## config.mk

```make
export PLATFORM = sky130hd
export DESIGN_NAME = warmboot_sequencer
export DESIGN_NICKNAME = d
export VERILOG_FILES = /design/src/rtl/warmboot_pkg.sv /design/src/rtl/warmboot_sync.sv /design/src/rtl/warmboot_sequencer.sv
export SDC_FILE = /design/constraint.sdc
export NUM_CORES = 1
export LEC_CHECK = 0
export ABC_AREA = 1
export BUFFER_PORTS_ARGS = -buffer_cell sky130_fd_sc_hd__buf_2
export CAP_MARGIN = 25
export CORE_AREA = 3 3 52 102
export CTS_CLUSTER_SIZE = 10
export DETAILED_ROUTE_END_ITERATION = 10
export DIE_AREA = 0 0 55 105
export GPL_TIMING_DRIVEN = 1
export PLACE_DENSITY = 0.73
export REMOVE_ABC_BUFFERS = 1
export SYNTH_ARGS = -nofsm -noshare
export SYNTH_HDL_FRONTEND = slang
export SYNTH_SLANG_ARGS = --single-unit
```

## constraint.sdc

```tcl
create_clock -name CLK -period 1.7 [get_ports CLK]
set_input_delay 0 -clock CLK [delete_from_list [all_inputs] [get_ports CLK]]
set_output_delay 0 -clock CLK [all_outputs]
set_load 0.005 [all_outputs]
```

## src/rtl/warmboot_pkg.sv

```systemverilog
// warmboot_pkg: shared constants and FSM state encoding for the warm-boot sequencer.
package warmboot_pkg;
    localparam int SLOT_W = 4;
    typedef logic [2:0] state_t;
    localparam state_t S_IDLE      = 3'd0;
    localparam state_t S_DEBOUNCE  = 3'd1;
    localparam state_t S_ASSERT    = 3'd2;
    localparam state_t S_REQUEST   = 3'd3;
    localparam state_t S_WAIT_DONE = 3'd4;
    localparam state_t S_RELEASE   = 3'd5;
    function automatic int max3(input int a, input int b, input int c);
        return (a > b) ? ((a > c) ? a : c) : ((b > c) ? b : c);
    endfunction
endpackage

```

## src/rtl/warmboot_sync.sv

```systemverilog
// warmboot_sync: N-stage async-reset single-bit synchroniser.
module warmboot_sync #(
    parameter int STAGES = 2
) (
    input  logic i_clk,
    input  logic i_rst,
    input  logic i_d,
    output logic o_q
);
    logic [STAGES-1:0] r_sync;
    always_ff @(posedge i_clk or posedge i_rst) begin
        if (i_rst) r_sync <= '0;
        else       r_sync <= {r_sync[STAGES-2:0], i_d};
    end
    assign o_q = r_sync[STAGES-1];
endmodule

```

## src/rtl/warmboot_sequencer.sv

```systemverilog
// warmboot_sequencer: qualifies the fabric BOOT trigger, holds the fabric in reset,
// hands the slot to the config controller via req/ack and releases after completion.
module warmboot_sequencer
    import warmboot_pkg::*;
#(
    parameter int SYNC_STAGES     = 2,
    parameter int DEBOUNCE_CYCLES = 4,
    parameter int RESET_CYCLES    = 16,
    parameter int RELEASE_CYCLES  = 8,
    parameter int TIMEOUT_CYCLES  = 65535,
    parameter int NUM_SLOTS       = 16
) (
    input  logic              CLK,
    input  logic              RST,
    input  logic              BOOT,
    input  logic [SLOT_W-1:0] SLOT,
    output logic              boot_req,
    output logic [SLOT_W-1:0] boot_slot,
    input  logic              boot_ack,
    input  logic              config_done,
    output logic              FABRIC_RESET,
    output logic              busy,
    output logic              error,
    output logic [SLOT_W-1:0] last_slot
);
    localparam int CNT_W = $clog2(max3(DEBOUNCE_CYCLES, RESET_CYCLES, RELEASE_CYCLES) + 1);
    localparam int TMR_W = $clog2(TIMEOUT_CYCLES + 1);
    localparam int SET_W = $clog2(SYNC_STAGES + 1);
    localparam logic [TMR_W-1:0]  TMR_MAX   = TMR_W'(TIMEOUT_CYCLES);
    localparam logic [SET_W-1:0]  SET_MAX   = SET_W'(SYNC_STAGES);
    localparam logic [SLOT_W:0]   SLOT_LIM  = (SLOT_W + 1)'(NUM_SLOTS);

    logic              w_boot_s;
    logic [SLOT_W-1:0] w_slot_s;
    logic              w_live, w_rise, w_cnt_zero, w_slot_ok, w_accept, w_timeout;
    state_t            w_state_nxt;
    logic [CNT_W-1:0]  w_cnt_nxt;
    logic [TMR_W-1:0]  w_tmr_nxt;

    state_t            r_state;
    logic [CNT_W-1:0]  r_cnt;
    logic [TMR_W-1:0]  r_tmr;
    logic [SET_W-1:0]  r_settle;
    logic              r_prev, r_armed, r_error, r_req, r_fr, r_busy;
    logic [SLOT_W-1:0] r_slot, r_last;

    warmboot_sync #(.STAGES(SYNC_STAGES)) u_sync_boot (
        .i_clk(CLK), .i_rst(RST), .i_d(BOOT), .o_q(w_boot_s)
    );
    for (genvar i = 0; i < SLOT_W; i++) begin : g_slot
        warmboot_sync #(.STAGES(SYNC_STAGES)) u_sync_slot (
            .i_clk(CLK), .i_rst(RST), .i_d(SLOT[i]), .o_q(w_slot_s[i])
        );
    end

    // The chain holds reset zeros until filled; a BOOT already high at reset release must not look like an edge.
    assign w_live     = r_settle == SET_MAX;
    assign w_rise     = w_live & w_boot_s & ~r_prev;
    assign w_cnt_zero = r_cnt == '0;
    assign w_slot_ok  = {1'b0, w_slot_s} < SLOT_LIM;

    always_comb begin
        w_state_nxt = r_state;
        w_cnt_nxt   = w_cnt_zero ? r_cnt : r_cnt - 1'b1;
        w_tmr_nxt   = (r_tmr == TMR_MAX) ? r_tmr : r_tmr + 1'b1;
        w_accept    = 1'b0;
        w_timeout   = 1'b0;
        case (r_state)
            S_IDLE: if (w_rise && r_armed) begin
                w_state_nxt = S_DEBOUNCE;
                w_cnt_nxt   = CNT_W'(DEBOUNCE_CYCLES - 1);
            end
            S_DEBOUNCE: if (!w_boot_s) w_state_nxt = S_IDLE;
            else if (w_cnt_zero) begin
                w_accept    = 1'b1;
                w_state_nxt = w_slot_ok ? S_ASSERT : S_IDLE;
                w_cnt_nxt   = CNT_W'(RESET_CYCLES - 1);
            end
            S_ASSERT: if (w_cnt_zero) w_state_nxt = S_REQUEST;
            S_REQUEST: if (boot_ack) begin
                w_state_nxt = config_done ? S_RELEASE : S_WAIT_DONE;
                w_tmr_nxt   = '0;
                w_cnt_nxt   = CNT_W'(RELEASE_CYCLES - 1);
            end
            S_WAIT_DONE: if (config_done || r_tmr == TMR_MAX) begin
                w_state_nxt = S_RELEASE;
                w_timeout   = !config_done;
                w_cnt_nxt   = CNT_W'(RELEASE_CYCLES - 1);
            end
            S_RELEASE: if (w_cnt_zero) w_state_nxt = S_IDLE;
            default: w_state_nxt = S_IDLE;
        endcase
    end

    always_ff @(posedge CLK or posedge RST) begin
        if (RST) begin
            r_state  <= S_IDLE;
            r_cnt    <= '0;
            r_tmr    <= '0;
            r_settle <= '0;
            r_prev   <= 1'b1;
            r_armed  <= 1'b1;
            r_slot   <= '0;
            r_last   <= '0;
            r_error  <= 1'b0;
            r_req    <= 1'b0;
            r_fr     <= 1'b0;
            r_busy   <= 1'b0;
        end else begin
            r_state  <= w_state_nxt;
            r_cnt    <= w_cnt_nxt;
            r_tmr    <= w_tmr_nxt;
            r_settle <= w_live ? r_settle : r_settle + 1'b1;
            r_prev   <= w_live ? w_boot_s : 1'b1;
            r_armed  <= w_accept ? 1'b0 : (r_state == S_IDLE && w_live && !w_boot_s) ? 1'b1 : r_armed;
            if (w_accept) begin
                r_slot  <= w_slot_s;
                r_error <= !w_slot_ok;
            end else if (w_timeout) r_error <= 1'b1;
            // In RELEASE the error flag can only have been set by a timeout, so clear means success.
            if (r_state == S_RELEASE && w_cnt_zero && !r_error) r_last <= r_slot;
            r_req    <= w_state_nxt == S_REQUEST;
            r_fr     <= w_state_nxt inside {S_ASSERT, S_REQUEST, S_WAIT_DONE, S_RELEASE};
            r_busy   <= w_state_nxt != S_IDLE;
        end
    end

    assign boot_req     = r_req;
    assign boot_slot    = r_slot;
    assign FABRIC_RESET = r_fr;
    assign busy         = r_busy;
    assign error        = r_error;
    assign last_slot    = r_last;
endmodule

```

Word level (Yosys, flattened, before mapping)
Index checks and enable logic that the tools add are counted.
{"block": "word_totals", "output_inout_bits": 12, "input_bits": 9, "regBits": 50}
{"block": "op_classes", "eq_ne": 11, "n_reduce_logical": 15, "bitwise_logic": 3, "addsub": 3, "mux": 29}
{"cell": "16-bit 2-to-1 mux", "n": 3}
{"cell": "5-bit 2-to-1 mux", "n": 6}
{"cell": "3-bit 2-to-1 mux", "n": 7}
{"cell": "5-bit case mux with 4 select lines", "n": 1}
{"cell": "3-bit case mux with 6 select lines", "n": 1}
{"cell": "16-bit by 1-bit adder with 16-bit output (second input constant)", "n": 1}
{"cell": "16-bit equality test (second input constant)", "n": 1}
{"cell": "3-bit by 2-bit equality test with 1-bit output (second input constant)", "n": 4}
{"cell": "3-bit equality test (second input constant)", "n": 4}
{"cell": "1-bit 2-to-1 mux", "n": 11}
{"cell": "1-bit logical AND", "n": 5}
{"cell": "5-bit logical NOT", "n": 1}
{"cell": "5-bit by 1-bit subtractor with 5-bit output (second input constant)", "n": 1}
{"cell": "2-bit nonzero test", "n": 2}
{"cell": "4-bit nonzero test", "n": 1}
{"cell": "3-bit by 1-bit equality test with 1-bit output (second input constant)", "n": 1}
{"cell": "1-bit logical NOT", "n": 3}
{"cell": "3-bit logical NOT", "n": 1}
{"cell": "3-bit nonzero test", "n": 1}
{"cell": "2-bit by 1-bit adder with 2-bit output (second input constant)", "n": 1}
{"cell": "1-bit bitwise AND", "n": 2}
{"cell": "2-bit equality test (second input constant)", "n": 1}
{"cell": "1-bit logical OR", "n": 1}
{"cell": "1-bit NOT", "n": 1}

Depth between registers and ports, before layout
Gate-level depths: netlist (run 1).
{"block": "logic_depth", "ltp_word": 8, "depth_mapped": 9, "depth_no_buf": 9}

By module
From an unflattened synthesis (run 1), not the netlist that was laid out.
{"block": "hier_totals", "hier_cells": 310, "hier_area_um2": 2513.7}
{"mod": "warmboot_sequencer", "area_each_um2": 2244.7, "cells_per_inst": 295, "instances": 1, "seq_area_each_um2": 1003.5}
{"mod": "warmboot_sync", "area_each_um2": 53.8, "cells_per_inst": 3, "instances": 5, "seq_area_each_um2": 50.0}

Worst setup path after synthesis (run 1)
No wires, ideal clock.
{"block": "synth_timing", "path_type": "reg2reg", "startpoint": "reg r_cnt[0]", "endpoint": "reg r_cnt[0]", "arrival_ns": 1.349, "setup_slack_ns": 0.224, "period_less_slack_ns": 1.476, "stages_incl_launch_ff": 7, "required_time_ns": 1.573, "cell_sequence": "dfrtp_1 > inv_1 > ha_1 > nand3_2 > ha_1 > o211ai_1 > nand3_1"}
{"block": "synth_via", "elab_chain_cells": 5, "word_cells_on_any_way": 9, "classes_between": "1 x add/sub; 7 x mux; 1 x reduce/logical"}
{"element": "start: declaration", "line_no": "warmboot_sequencer.sv:41", "source": "logic [CNT_W-1:0] r_cnt;"}
{"element": "start signal: assignment", "line_no": "warmboot_sequencer.sv:111", "source": "r_cnt <= w_cnt_nxt;"}
{"element": "5-bit by 1-bit subtractor with 5-bit output / 5-bit logical NOT (equally long branches)", "line_no": "warmboot_sequencer.sv:64, warmboot_sequencer.sv:59"}
{"element": "5-bit 2-to-1 mux", "line_no": "warmboot_sequencer.sv:64", "source": "w_cnt_nxt = w_cnt_zero ? r_cnt : r_cnt - 1'b1;"}
{"element": "5-bit 2-to-1 mux", "line_no": "warmboot_sequencer.sv:74", "source": "else if (w_cnt_zero) begin"}
{"element": "5-bit 2-to-1 mux", "line_no": "warmboot_sequencer.sv:73", "source": "S_DEBOUNCE: if (!w_boot_s) w_state_nxt = S_IDLE;"}
{"element": "5-bit case mux with 4 select lines *", "line_no": "warmboot_sequencer.sv:68", "source": "case (r_state)"}
{"element": "named net w_cnt_nxt[0]", "line_no": "warmboot_sequencer.sv:37", "source": "logic [CNT_W-1:0] w_cnt_nxt;"}
Mark *: on every way through the listed nets, which the timed path passes. The rest lies on a longest branch.
A chain may end at the register's enable or synchronous reset.

Final worst setup path (run 1)
Ends and elaborated chain as after synthesis.

==> run_results.csv, run 1 <==
group,metric,value,unit
timing,worst_pin_slew,541,ps
pwr,seqPwrFrac,44.1,%
timing,drv_slew,0,
timing,period_share,93.3,%
detailed_routing,final_antenna_net_count,0,
timing,clock_skew,8.15,ps
layout,utilization,62.1,%
critical_path,start_kind,"flip-flop",
pwr,clkPwrFrac,18.0,%
logic_synthesis,synthAdderAreaFrac,1.99,%
pwr,irDropWorstVdd,1.09,mV
logic_synthesis,synthTopCellsByArea,"dfrtp_1, nand2_1, inv_1",
global_routing,antenna_found_initial,0,
floorplanning,die_x,55,um
detailed_routing,wl_met3,77,um
floorplanning,die_area,0.00578,mm^2
job,cap_viol_max_count,0,
placed_design,post-dp-hpwl,4110,um
floorplanning,fp-row-count,35,
layout,drive_gt1_share,21.7,%
global_routing,grt_first_pass_wirelength,8910,um
cts,root_buffer,"clkbuf_8",
timing,period_needed,1590,ps
critical_path,critPathKind,"flip-flop to flip-flop",
detailed_routing,wl_per_cell,13.4,um
timing,relSlewSlack,63.9,%
layout,finalNetCount,348,
placed_design,io_buffers,20,
timing,rsz0062_at_grt,"false",
logic_synthesis,synth-seq-cells,50,
floorplanning,core_area,0.00464,mm^2
logic_synthesis,syn_area_per_cell,8.38,um^2
timing,fin_ws,114,ps
pwr,leakage,1.58,nW
global_routing,overflow,0,
timing,hold_violations,0,
logic_synthesis,synth_top_area_cell,"dfrtp_1",
critical_path,critPathMaxStageDelay,390,ps
logic_synthesis,yosysTopAreaCellShare,47.8,%
floorplanning,initial_core_util,54.2,%
critical_path,end_kind,"flip-flop",
floorplanning,die_h,105,um
min_path,hold_path_class,"input pin to flip-flop",
detailed_routing,top_layer_used,"met4",
detailed_routing,dr.pass1.iters,4,
pwr,internal_power,0.00240,W
logic_synthesis,ys_async_sr_fraction,100,%
placed_design,routabilityCongestion,0.798,
detailed_routing,m1WireLength,1910,um
logic_synthesis,netlist_area,0.00251,mm^2
pwr,comb_power_share,37.9,%
logic_synthesis,synth_xor_area_share,1.74,%
critical_path,critPathArrivalTime,1760,ps
detailed_routing,vias_per_cell,5.15,
logic_synthesis,yosys.area_share.simple,28.1,%
logic_synthesis,ys_warn_count,0,
critical_path,required,1870,ps
pwr,power.net_switching,0.00153,W
logic_synthesis,ys_types,35,
placed_design,place_ws,94.2,ps
cts,cts_buffers,5,
detailed_routing,met2WireLength,3150,um
layout,area_growth_syn_to_layout,14.7,%
critical_path,timing.critical_path.mode_cell,"ha_1",
logic_synthesis,synth_compound_area_share,9.85,%
critical_path,path_buf_inv,1,
cts,clkLatencyLatePin,300,ps
logic_synthesis,ys_seq_area_share,49.9,%
global_routing,grt_pass1_vias,2069,
logic_synthesis,muxShareOfSynthArea,0,%
critical_path,crit_fanout,10,
cts,htree_levels,2,
logic_synthesis,synth_top_family_by_area,"simple AND/OR/NAND/NOR gates",
critical_path,crit_slowest_cell,"dfrtp_1",
floorplanning,io_pins,21,
pwr,power.density,1360,mW/mm^2
pwr,p_sw_share,39.0,%
cts,clockBufferDepth,2,
critical_path,cp_cell_sequence,"inv_1 -> ha_1 -> nand3_4 -> ha_1 -> o211ai_1 -> nand3_1",
timing,setup_viol,0,
detailed_routing,vias,2015,
logic_synthesis,synth_edf_count,0,
logic_synthesis,netlist_instances,300,
run_status,outcome,"completed",
layout,antennaDiodeCount,0,
cts,clock_sinks,50,
cts,cts_setup_buffers,0,
timing,fmax,630,MHz
detailed_routing,wl,5240,um
cts,clkTransAtPathRegs,90,ps
logic_synthesis,synth_ff_type,"dfrtp_1",
critical_path,crit_family,"adder cells",
detailed_routing,drc,0,
global_routing,grt_max_degree,28,
cts,cts_tree,"yes",
timing,setup-tns-final,0,ps
detailed_routing,initialDrtViolationCount,59,
global_routing,track_usage,20.9,%
## cells in the final DEF (no fill, tap or decap), types with 2 or more instances in the layout
cell type	synthesis	layout
dlygate4sd3_1	0	6
a31oi_1	2	2
ha_1	4	3
o21ai_0	12	12
inv_2	6	7
buf_2	0	20
nand2_2	4	4
nand2_1	70	70
clkinv_4	0	2
inv_1	47	46
nand4_1	6	6
nand3_1	16	16
clkbuf_8	0	6
dfstp_2	2	2
a21oi_1	9	9
nand2_4	4	4
nand3_2	7	6
xor2_1	4	4
nor2_1	22	22
nor2_2	8	8
buf_4	0	2
dfrtp_1	48	48
o21ai_1	12	12
## registers in the layout, indices dropped and copies added, names as in the netlist
name,flops
r_cnt,5
boot_req,1
r_armed,1
u_sync_boot.r_sync,2
r_prev,1
g_slot.u_sync_slot.r_sync,8
r_tmr,16
r_state,3
last_slot,4
FABRIC_RESET,1
r_settle,2
busy,1
boot_slot,4
error,1
## metrics by stage
stage	total power, W	hold WS, ps	instances	cell area [um^2]
2_1_floorplan	0.00282	31.4	299	2510
3_3_place_gp	0.00316	72.0	377	2710
3_5_place_dp	0.00322	78.1	377	2710
4_1_cts	0.00396	3.22	391	2870
5_1_grt	0.00428	4.37	391	2880
6_report	0.00394	23.2	391	2880
## final cells by class
| class | count | area, um^2 |
|---|---|---|
| fillers | 425 | 1760 |
| flip-flops and latches | 50 | 1250 |
| repair buffers | 29 | 195 |
| clock inverters | 2 | 17.5 |
| well taps | 55 | 68.8 |
| inverters | 55 | 209 |
| multi-input cells | 194 | 1060 |
| clock buffers | 6 | 82.6 |
## final timing paths
check | to | cells after the start | from | slack [ps]
worst max-delay path | r_cnt[0] | 6 | r_cnt[0] | 110
worst min-delay path | r_tmr[11] | 2 | boot_ack | 20
worst max register to register | r_cnt[0] | 6 | r_cnt[0] | 110
worst min register to register | u_sync_boot.r_sync[1] | 0 | u_sync_boot.r_sync[0] | 360
max in group asynchronous | r_prev | 4 | RST | 810
min in group asynchronous | r_tmr[14] | 3 | RST | 280
## cells in the mapped netlist, drive strengths merged, types with 2 or more instances
cell type	number
nand2	78
inv	54
dfrtp	48
nor2	32
o21ai	25
nand3	23
a21oi	10
nand4	6
ha	4
xor2	4
a31oi	2
dfstp	2
nor3	2
## power by group through the flow
stage,Clock [W],Combinational [W],Sequential (W)
3_3_place_gp,0,0.00142,0.00174
3_5_place_dp,0,0.00147,0.00175
5_1_grt,0.000799,0.00171,0.00177
2_1_floorplan,0,0.00111,0.00171
4_1_cts,0.000745,0.00148,0.00173
6_report,0.000709,0.00149,0.00174
## metal layers
| layer | track usage, % | up-vias |
|---|---|---|
| li1 | - | 1011 |
| met1 | 20.9 | 976 |
| met2 | 39.2 | 20 |
| met3 | 3.99 | 8 |
| met4 | 7.48 | 0 |
| met5 | 0 | - |
## timing repair
action,CTS,global route
gates resized for setup,0,2
hold buffers,6,0
setup endpoints to repair,0,4
hold endpoints to repair,28,0
## cells by family (layout without fill, tap and decap cells)
logic type	count (synthesis)	after routing
compound gates	43	43
fa+ha+maj	4	4
xor+xnor	5	5
flops	50	50
simple gates	142	142
buf+inv	56	92
Power figures use the tool's default switching activity.
==> run 2, diff against run 1 <==
ABC_AREA = default   (was 1)
CORE_AREA = 3 3 49 96   (was 3 3 52 102)
DIE_AREA = 0 0 52 99   (was 0 0 55 105)
==> run 2 against run 1 <==
  * Clock power rose by 15%
  * Sequential cell count did not move
  * Non-clock buffer count rose by 35
  * Critical endpoint is now r_tmr[13]
  * Die area fell by 11%
  * Worst hold slack improved by 60 ps
  * Global-route usage rose by 0.78 points
  * Combinational power rose by 18%
  * Critical path type unchanged
  * First-iteration DRC count fell by 1.7%
  * Critical path depth fell by 1
==> run_results.csv, run 2 <==
group,metric,value,unit
run_status,outcome,"completed",
logic_synthesis,synth_xor_area_share,1.57,%
placed_design,dp.cells,295,
logic_synthesis,yosysTopAreaCellShare,53.9,%
logic_synthesis,synth_common_cells,"dfrtp_1, nand2_1, o21ai_0",
logic_synthesis,synth-seq-cells,50,
layout,post_layout_nonfiller_instances,313,
critical_path,critPathArrivalTime,1910,ps
floorplanning,die_area,0.00515,mm^2
cts,clock_sinks,50,
logic_synthesis,syn_area_per_cell,11.5,um^2
floorplanning,fp-row-count,33,
detailed_routing,wl_per_cell,16.5,um
critical_path,crit_fanout,7,
critical_path,critPathMaxStageDelay,610,ps
critical_path,required,1930,ps
layout,utilization,70.4,%
job,cap_viol_max_count,0,
logic_synthesis,synth_edf_count,0,
floorplanning,io_pins,21,
logic_synthesis,synth_compound_area_share,12.9,%
floorplanning,initial_core_util,54.5,%
cts,htree_levels,2,
detailed_routing,wl,5160,um
layout,largest_reg_flops,16,
layout,largestRegisters,"r_tmr: 16 flops, g_slot.u_sync_slot.r_sync: 8 flops, r_cnt: 5 flops",
timing,relSlewSlack,73.8,%
critical_path,end_kind,"flip-flop",
timing,drv_slew,0,
critical_path,cp_cell_sequence,"ha_2 -> nand3_4 -> or4_4 -> and4_4 -> nor3_2",
global_routing,grt_first_pass_wirelength,8340,um
global_routing,track_usage,21.7,%
timing,period_share,99.1,%
detailed_routing,dr.pass1.iters,4,
timing,fmax,594,MHz
pwr,total_power,0.00436,W
timing,setup-tns-final,0,ps
detailed_routing,drc,0,
layout,drive_gt1_share,36.8,%
placed_design,post-dp-hpwl,3720,um
detailed_routing,initialDrtViolationCount,58,
placed_design,io_buffers,20,
global_routing,grt_max_degree,21,
timing,clock_skew,6.48,ps
global_routing,overflow,0,
layout,nFillCells,289,
pwr,leakage,1.37,nW
critical_path,crit_slowest_cell,"or4_4",
logic_synthesis,synth_top_family_by_area,"simple AND/OR/NAND/NOR gates",
floorplanning,die_x,52,um
global_routing,antenna_found_initial,0,
layout,finalNetCount,273,
logic_synthesis,yosys.area_share.simple,19.2,%
logic_synthesis,ys_seq_area_share,56.3,%
logic_synthesis,muxShareOfSynthArea,5.17,%
logic_synthesis,ys_types,51,
layout,area_growth_syn_to_layout,29.3,%
timing,hold_violations,0,
cts,clockBufferDepth,2,
timing,period_needed,1680,ps
detailed_routing,vias,1835,
floorplanning,die_h,99,um
global_routing,grt_pass1_vias,1909,
timing,setup_viol,0,
cts,root_buffer,"clkbuf_8",
cts,cts_tree,"yes",
min_path,hold_path_class,"input pin to flip-flop",
layout,mostFrequentLayoutCells,"dfrtp_1, buf_4, buf_2, nand2_1, o21ai_0",
cts,clkLatencyLatePin,300,ps
floorplanning,core_area,0.00409,mm^2
logic_synthesis,synthTopCellsByArea,"dfrtp_1, o21ai_0, mux2_4",
timing,worst_pin_slew,392,ps
timing,holdWs,83.5,ps
logic_synthesis,yosysMostFrequentCell,"dfrtp_1",
logic_synthesis,ys_warn_count,0,
logic_synthesis,ys_async_sr_fraction,100,%
logic_synthesis,synth_ff_type,"dfrtp_1",
placed_design,routabilityCongestion,0.857,
cts,clkTransAtPathRegs,90,ps
critical_path,critPathKind,"flip-flop to flip-flop",
logic_synthesis,netlist_instances,194,
logic_synthesis,synthAdderAreaFrac,2.25,%
timing,rsz0062_at_grt,"true",
layout,regMostFlops,"r_tmr",
pwr,irDropWorstVdd,0.969,mV
detailed_routing,final_antenna_net_count,0,
detailed_routing,vias_per_cell,5.86,
logic_synthesis,synth_top_area_cell,"dfrtp_1",
layout,antennaDiodeCount,0,
critical_path,start_kind,"flip-flop",
pwr,power.density,1510,mW/mm^2
cts,cts_buffers,5,
layout,layout_commonest_cell,"dfrtp_1",
logic_synthesis,netlist_area,0.00223,mm^2
-- run 2: cell count changes in the layout (fill, tap and decap cells not counted), sizes merged, moves of 5 or more --
cell   previous run  this run
and3              0         5
nor4              0         5
inv              54         8
nor2             32         8
nand2            78        16
mux2              0         8
o21ai            25        13
nand3            23         7
buf              23        58
-- run 2: worst paths after layout --
| path | startpoint | cells after the start | endpoint | slack (ps) |
|---|---|---|---|---|
| worst max register to register | r_tmr[0] | 5 | r_tmr[13] | 20 |
| worst min register to register | g_slot[3].u_sync_slot.r_sync[0] | 0 | g_slot[3].u_sync_slot.r_sync[1] | 360 |
| min in group asynchronous | RST | 3 | g_slot[3].u_sync_slot.r_sync[0] | 230 |
| max in group asynchronous | RST | 4 | r_prev | 810 |
| worst min-delay path | config_done | 3 | error | 80 |
| worst max-delay path | r_tmr[0] | 5 | r_tmr[13] | 20 |
-- run 2: final cells by class --
class                   count  area [um^2]  share of cell area [%]
well taps                  52         65.1                    2.26
multi-input cells         131          971                    33.7
clock buffers               6         72.6                    2.52
flip-flops and latches     50         1250                    43.5
inverters                   8         30.0                    1.04
repair buffers             64          449                    15.6
clock inverters             2         37.5                    1.30
-- run 2: kinds of logic (layout without fill, tap and decap cells) --
group,count (synthesis),after routing
buffers and inverters,13,80
and+or+nand+nor,70,70
AOI/OAI and AO/OA,44,44
muxes,9,9
xor gates and xnor gates,4,4
DFF,50,50
adders and majority gates,4,4
-- run 2: routing by layer --
metal  vias up  wire length [um]  GRT usage [%]
li1        845                 -              -
met1       926              1800           22.2
met2        54              3060           39.9
met3        10               195           3.18
met4         0               106           11.5
met5         -                 0              0
-- run 2: repair_timing --
item,4_1_cts,5_1_grt
buffers inserted,0,4
hold endpoints to repair,21,0
endpoints found under the setup margin,15,15
pin swaps,1,6
resized for setup,4,11
hold buffers,6,0
-- run 2: critical path: cells and delay by family (launching register included) --
| family | cells | cell delay [ps] |
|---|---|---|
| and+or+nand+nor | 4 | 1020 |
| adders and majority gates | 1 | 220 |
| DFF | 1 | 370 |
-- run 2: report_power, final --
part | leakage (nW) | internal, W | total (W) | switching (W)
clock network | 0.0514 | 0.000439 | 0.000818 | 0.000379
registers | 0.610 | 0.00153 | 0.00178 | 0.000247
logic | 0.711 | 0.000888 | 0.00176 | 0.000875
total | 1.37 | 0.00286 | 0.00436 | 0.00150
-- run 2: through the flow --
step | setup WS [ps] | cell area (um^2)
after CTS | 19.6 | 2810
after global routing | -53.6 | 2880
after global placement | -39.1 | 2620
after floorplan | -128 | 2200
final | 16.1 | 2880
after detailed placement | -128 | 2620
